[config.mk]
export PLATFORM = sky130hd
export DESIGN_NAME = countdown_timer
export DESIGN_NICKNAME = d
export VERILOG_FILES = /design/src/rtl/countdown_timer.sv
export SDC_FILE = /design/constraint.sdc
export NUM_CORES = 1
export LEC_CHECK = 0
export ABC_CLOCK_PERIOD_IN_PS = 5400
export CORE_ASPECT_RATIO = 1.75
export CORE_MARGIN = 2
export CORE_UTILIZATION = 59
export CTS_CLUSTER_DIAMETER = 200
export CTS_CLUSTER_SIZE = 30
export DETAILED_ROUTE_END_ITERATION = 8
export PLACE_DENSITY = 0.86
export SYNTH_ARGS = -nofsm -noshare
export SYNTH_HDL_FRONTEND = slang
export SYNTH_SLANG_ARGS = --single-unit
[constraint.sdc]
create_clock -name clk -period 5.4 [get_ports clk]
set_input_delay 1.08 -clock clk [delete_from_list [all_inputs] [get_ports clk]]
set_output_delay 1.08 -clock clk [all_outputs]
set_load 0.03 [all_outputs]
[src/rtl/countdown_timer.sv]
// Three-digit BCD countdown timer with load, start/pause control
// and a one-cycle expired pulse when the count reaches 000.
module countdown_timer #(
   parameter int unsigned TICK_DIV = 50000000
) (
   input  logic       clk,
   input  logic       reset,
   input  logic       load,
   input  logic [3:0] load_d0,
   input  logic [3:0] load_d1,
   input  logic [3:0] load_d2,
   input  logic       start,
   input  logic       pause,
   output logic [3:0] digit0,
   output logic [3:0] digit1,
   output logic [3:0] digit2,
   output logic       running,
   output logic       expired
);

   localparam int PW = $clog2(TICK_DIV);
   localparam logic [PW-1:0] P_LAST = PW'(TICK_DIV - 1);

   typedef enum logic [1:0] {
      IDLE   = 2'd0,
      RUN    = 2'd1,
      PAUSED = 2'd2,
      DONE   = 2'd3
   } state_t;

   state_t        r_state;
   logic [PW-1:0] r_presc;

   logic [3:0] w_n0;
   logic [3:0] w_n1;
   logic [3:0] w_n2;
   logic       w_b0;
   logic       w_b1;
   logic       w_zero_now;
   logic       w_zero_next;
   logic       w_term;
   logic       w_go;

   function automatic logic [3:0] clamp9(input logic [3:0] v);
      return (v > 4'd9) ? 4'd9 : v;
   endfunction

   // BCD decrement with borrow; only used while the count is non-zero
   always_comb begin
      w_b0 = (digit0 == 4'd0);
      w_n0 = w_b0 ? 4'd9 : digit0 - 4'd1;
      w_b1 = w_b0 && (digit1 == 4'd0);
      w_n1 = digit1;
      if (w_b0)
         w_n1 = (digit1 == 4'd0) ? 4'd9 : digit1 - 4'd1;
      w_n2 = w_b1 ? digit2 - 4'd1 : digit2;
      w_zero_now  = ({digit2, digit1, digit0} == 12'h000);
      w_zero_next = ({w_n2, w_n1, w_n0} == 12'h000);
      w_term = (r_presc == P_LAST);
      w_go   = start && !pause;
   end

   always_ff @(posedge clk) begin
      if (reset) begin
         r_state <= IDLE;
         r_presc <= '0;
         digit0  <= 4'd0;
         digit1  <= 4'd0;
         digit2  <= 4'd0;
         running <= 1'b0;
         expired <= 1'b0;
      end else begin
         expired <= 1'b0;
         if (load) begin
            digit0  <= clamp9(load_d0);
            digit1  <= clamp9(load_d1);
            digit2  <= clamp9(load_d2);
            r_state <= IDLE;
            r_presc <= '0;
            running <= 1'b0;
         end else begin
            unique case (r_state)
               IDLE: begin
                  if (w_go && !w_zero_now) begin
                     r_state <= RUN;
                     r_presc <= '0;
                     running <= 1'b1;
                  end
               end
               RUN: begin
                  if (w_term) begin
                     r_presc <= '0;
                     digit0  <= w_n0;
                     digit1  <= w_n1;
                     digit2  <= w_n2;
                     if (w_zero_next) begin
                        r_state <= DONE;
                        running <= 1'b0;
                        expired <= 1'b1;
                     end else if (pause) begin
                        r_state <= PAUSED;
                        running <= 1'b0;
                     end
                  end else if (pause) begin
                     // prescaler holds so resume continues the same tick
                     r_state <= PAUSED;
                     running <= 1'b0;
                  end else begin
                     r_presc <= r_presc + 1'b1;
                  end
               end
               PAUSED: begin
                  if (w_go) begin
                     r_state <= RUN;
                     running <= 1'b1;
                  end
               end
               DONE: begin
               end
               default: begin
                  r_state <= IDLE;
                  running <= 1'b0;
               end
            endcase
         end
      end
   end

endmodule

==> qor.txt, run 1 <==
Status: completed
Worst Tran Pin Value: 1045 ps
# H-tree levels: 2
Routability cong.: 0.9538
Reg-to-reg slack, setup: 2480 ps
Initial antenna violation count: 0
Worst R2R Path Depth: 7
Mapped Area: 2749 um^2
Cell Rows: 32
VDD IR-drop max: 0.2267 mV
Initial Utilization: 0.6185
Final setup TNS: 0 ps
Iter 0 DRT Violations: 180
Crit Path Class: primary input to flip-flop
Power per cell area: 201.7 nW/um^2
Max Freq: 315.1 MHz
Final Hold Fails: 0
Unique cell type count in the Yosys netlist: 65
Ys flop type: dfxtp_1
Port bufs: 30
Power Total: 0.6273 mW
Num CTS Buffers: 5
Wire length of the first global-routing pass: 12.06 mm
Post-synth top cells: dfxtp_1, a21oi_1, nand2_1
Crit path launch: pause
Placed cell count: 395
TritonCTS clock tree: done
Int Pwr: 0.4509 mW
Syn avg cell area: 8.305 um^2
Fillcell total: 350
Synthesis-stage register bit count: 42
Setup Viol. Count Final: 0
DR DRC count: 0
Pre-Repair DR Iteration Count: 5
RR Startpoint: r_state[1]
Die area: 5243 um^2
Clock latency on the worst-skew pair: 300 ps
Synth-to-layout area growth: 13.15%
Clock slew at reported path FFs: 80 ps
GR Overflow Total: 0
Number of global-route vias before repair: 2634
Post-CTS sizing: 0
N_diodes: 0
Sequential share of the synthesized area: 0.3059
Total GRT Usage: 0.2869
Max clock buf depth: 2
Tcrit/Tclk final: 0.5876
R2r endpoint: r_presc[25]
Wire per inst: 17.64 um
CTS root buf: clkbuf_8
Worst endpoint required time: 5550 ps
Final wirelength: 7.091 mm
I/O pins: 31
Final Non-Filler Cells: 402
Vias per inst: 6.938
CTS sink cnt: 42
P_sw: 0.1763 mW
Largest net degree at the start of global routing: 29
Synth Instances: 331
Max_cap viols: 0
Crit path DAT: 3320 ps
Post-DP HPWL: 5.153 mm
Combinational share of power: 0.173
Post-synth ARST share: 0
Core Util, Final: 0.6999
Clock Power Share: 0.308
Top cell type's share of synthesized area: 0.3059
Post-synth EDFFs: 0
Clk_skew: 7.220 ps
ANT nets after route: 0
Lkg Pwr: 1.030 nW
Tmin final: 3173 ps
Relative slew slack: 0.2978
Ys Warns: 0
Most frequent cell after synthesis: dfxtp_1
Post-CTS Setup Bufs: 0
Core Region: 4444 um^2
Final slew viol count: 0
CP Capture Point: r_presc[16]
Startpoint Class: primary input
Minimum hold slack: 509.8 ps
# nets final: 374
Max FO, Critical Path: 19
Cts hold-fix bufs: 0
Die Span Y: 94.30 um
Switching share of power: 0.2811
Synth Net Count: 354
CP Capture Type: flip-flop
Synth area leader: dfxtp_1
Unrepaired setup endpoints after global routing: false
Die W: 55.60 um
Vias: 2789
Sequential power share: 0.519
Ranking of synthesized cells by area: dfxtp_1, a21oi_1, nand3_1
Hold WC Path Type: flip-flop to flip-flop
Share of layout cells above drive strength 1: 0.08262
worst min-delay path by stage:
| stage | from | endpoint | cells after the start |
|---|---|---|---|
| 2_1_floorplan | r_presc[25] | r_presc[25] | 2 |
| 3_3_place_gp | r_presc[25] | r_presc[25] | 2 |
| 3_5_place_dp | r_presc[25] | r_presc[25] | 2 |
| 4_1_cts | r_presc[25] | r_presc[25] | 2 |
| 5_1_grt | r_presc[1] | r_presc[1] | 2 |
| 6_report | r_presc[25] | r_presc[25] | 2 |
final cells by class:
class / count / area (um^2) / share of cell area
inverters: 14 / 52.55 / 0.01689
flip-flops and latches: 42 / 840.8 / 0.2703
well taps: 51 / 63.81 / 0.02051
repair buffers: 32 / 315.3 / 0.1014
multi-input cells: 256 / 1762 / 0.5664
clock buffers: 7 / 76.32 / 0.02454
sequential cells by signal, summed over array words and instances (netlist names):
register,flops
digit0,4
running,1
expired,1
digit1,4
r_presc,26
r_state,2
digit2,4
power by group through the flow:
stage	Sequential, mW	Combinational (mW)	Clock, mW
4_1_cts	0.325	0.107	0.196
6_report	0.325	0.108	0.193
3_3_place_gp	0.332	0.105	0
2_1_floorplan	0.341	0.0589	0
3_5_place_dp	0.332	0.107	0
5_1_grt	0.327	0.117	0.210
critical path: stages:
cell and delay [ps]:
clkdlybuf4s50_1 560, nor2b_1 240, a21oi_1 150, or2_1 450
o21ai_2 690, o32ai_1 150
metrics by stage:
| step | area, um^2 | setup slack, ps |
|---|---|---|
| floorplan | 2749 | 2741 |
| global placement | 3034 | 2096 |
| detailed placement | 3034 | 2005 |
| CTS | 3110 | 2301 |
| global route | 3110 | 2110 |
| finish | 3110 | 2227 |
layout by cell type, fill, tap and decap left out, drive strengths merged, types with 7 or more instances in the layout:
cell type and count:
and3 7, inv 14, clkbuf 7, nor3 8, o21a 7, a21oi 23
or3 9, o21ai 15, and4 7, or4 13, dfxtp 42, nor4 11
nand2 20, nor2 20, clkdlybuf4s50 30, o31ai 8, nand3 18
cells by family after synthesis:
| logic type | share of synthesized area |
|---|---|
| and+or+nand+nor | 0.3473 |
| buffers and inverters | 0.05325 |
| DFF | 0.3059 |
| AOI/OAI and AO/OA | 0.2235 |
| adders and majority gates | 0.02731 |
| xor gates and xnor gates | 0.03186 |
| muxes | 0.01092 |
routing by layer:
metal | GRT usage | wire length, um | vias to the layer above
met5 | 0 | 0 | -
met2 | 0.5149 | 3661 | 139
met4 | 0.1707 | 354 | 0
met1 | 0.3163 | 2673 | 1297
met3 | 0.03719 | 402 | 40
li1 | - | - | 1313
No activity file was read; power rests on OpenSTA's default activity.
==> inputs of run 2 (changes only) <==
- ABC_CLOCK_PERIOD_IN_PS: 5400 -> 3200
- CORE_UTILIZATION: 59 -> 56
- PLACE_DENSITY: 0.86 -> 0.83
- clock period: 5.4 -> 3.2 ns (I/O delays scaled with it)
==> run 2 against run 1 <==
  * Clock-buffer cell count stayed put
  * Critical path depth rose by 2
  * Sequential share of layout area is 0.27 points lower
  * Largest cell class unchanged
  * Largest power group unchanged
==> qor.txt, run 2 (synthesis gave the netlist of run 1 again) <==
Most frequent cells in the layout: dfxtp_1, clkdlybuf4s50_1, a21oi_1
Die Span Y: 96.69 um (+2.5%)
Cell Rows: 33 (+3.1%)
Tmin final: 2812 ps
Worst Tran Pin Value: 764.6 ps (-280.6 ps)
Largest register FFs: 26 (unchanged)
Power Total: 1.099 mW (+75%)
Post-CTS sizing: 0 (unchanged)
Num CTS Buffers: 5 (unchanged)
Slowest CP cell: or2_1
Most common cell after layout, fill and taps aside: dfxtp_1
Pre-Repair DR Iteration Count: 4 (-1)
Die area: 5507 um^2 (+5.0%)
Core Util, Final: 0.6675 (-0.03242)
Tcrit/Tclk final: 0.8788
Total GRT Usage: 0.2832 (-0.003633)
Slack of the critical path: 387.8 ps (-1839 ps)
Share of layout cells above drive strength 1: 0.09322 (+0.01060)
CP Capture Type: flip-flop
CP top delay family: simple AND/OR/NAND/NOR gates
DR DRC count: 0 (unchanged)
Status: completed
Die W: 56.96 um (+2.4%)
Startpoint Class: flip-flop
Worst-path cell chain: inv_1, ha_1, or4bb_1, nor3_4, or2_1, o21ai_2, buf_4, a21oi_1
Minimum hold slack: 497.3 ps (-12.58 ps)
Synth-to-layout area growth: 14.29%
Port bufs: 30 (unchanged)
# nets final: 376 (+0.53%)
CTS sink cnt: 42 (unchanged)
Post-DP HPWL: 5.407 mm (+4.9%)
Slowest stage delay, CP: 560 ps (-130 ps)
Core Region: 4707 um^2 (+5.9%)
Power per cell area: 349.8 nW/um^2 (+73%)
Unrepaired setup endpoints after global routing: false
ANT nets after route: 0 (unchanged)
Number of global-route vias before repair: 2720 (+3.3%)
Crit path DAT: 3050 ps (-270 ps)
Clock latency on the worst-skew pair: 310 ps (about the same)
Max_cap viols: 0 (unchanged)
Setup slack at placement: 297.1 ps (-1708 ps)
Final setup TNS: 0 ps (unchanged)
Max Freq: 355.6 MHz
Placed cell count: 398 (+0.76%)
TritonCTS clock tree: done
Routability cong.: 0.9253 (-3.0%)
Initial antenna violation count: 0 (unchanged)
Relative slew slack: 0.4884 (+0.1906)
Clock slew at reported path FFs: 80 ps (about the same)
GR Overflow Total: 0 (unchanged)
WHS Path Cells: 2 (unchanged)
CTS root buf: clkbuf_8
WP depth: 8 (+2)
# H-tree levels: 2 (unchanged)
Final instance area: 3142 um^2 (+1.0%)
CP Buf/Inv Count: 2 (+1)
Max clock buf depth: 2 (unchanged)
Post-CTS Setup Bufs: 0 (unchanged)
N_diodes: 0 (unchanged)
Worst R2R Path Depth: 8 (+1)
Initial Utilization: 0.5840 (-0.03453)
Largest net degree at the start of global routing: 28 (-3.4%)
Vias per inst: 6.704 (-3.4%)
Final slew viol count: 0 (unchanged)
VDD IR-drop max: 0.3079 mV (+36%)
Vias: 2722 (-2.4%)
Crit Path Class: flip-flop to flip-flop
Cts hold-fix bufs: 0 (unchanged)
I/O pins: 31 (unchanged)
Clk_skew: 6.511 ps (-0.7095 ps)
Final wirelength: 7.230 mm (+2.0%)
Setup Viol. Count Final: 0 (unchanged)
Final Hold Fails: 0 (unchanged)
Placed cell areas: 3050 um^2 (+0.54%)
Wire length of the first global-routing pass: 12.66 mm (+5.0%)
Most flops, register: r_presc
Hold WC Path Type: flip-flop to flip-flop
Lkg Pwr: 1.049 nW (+1.9%)
Max FO, Critical Path: 19 (unchanged)
Worst endpoint required time: 3440 ps (-2110 ps)
Iter 0 DRT Violations: 172 (-4.4%)
Wire per inst: 17.81 um (+0.96%)
Final Non-Filler Cells: 406 (+1.0%)
run 2: changes by cell type in the layout (fill, tap and decap cells not counted):
| cell | change |
|---|---|
| clkbuf_1 | -1 |
| clkbuf_8 | +1 |
| clkinv_2 | +1 |
| buf_4 | +2 |
run 2: worst paths after layout:
path / start / slack (ps) / to
worst max-delay path: r_state[1] / 390 / r_presc[0]
worst min-delay path: r_presc[25] / 500 / r_presc[25]
worst max register to register: r_state[1] / 390 / r_presc[0]
worst min register to register: r_presc[25] / 500 / r_presc[25]
run 2: worst min-delay path: cells and delay by family, from the launching register on:
| family | cells | cell delay [ps] |
|---|---|---|
| AO/OA/AOI/OAI | 2 | 130 |
| flip-flops | 1 | 330 |
run 2: metal layers:
| layer | vias to the layer above | GRT usage | part of all wire |
|---|---|---|---|
| li1 | 1318 | - | - |
| met1 | 1282 | 0.3085 | 0.38 |
| met2 | 85 | 0.4828 | 0.52 |
| met3 | 37 | 0.04813 | 0.034 |
| met4 | 0 | 0.1896 | 0.057 |
| met5 | - | 0 | 0 |
run 2: final cells by class:
type,count,area [um^2]
Clock buffer,7,86.33
Clock inverter,1,5.005
Fill cell,406,1565
Inverter,14,52.55
Multi-Input combinational cell,256,1762
Sequential cell,42,840.8
Tap cell,52,65.06
Timing Repair Buffer,34,330.3
run 2: power by group:
part	internal (mW)	total [mW]	switching [mW]
Sequential	0.533	0.549	0.0162
Clock	0.174	0.365	0.191
Combinational	0.0785	0.185	0.107
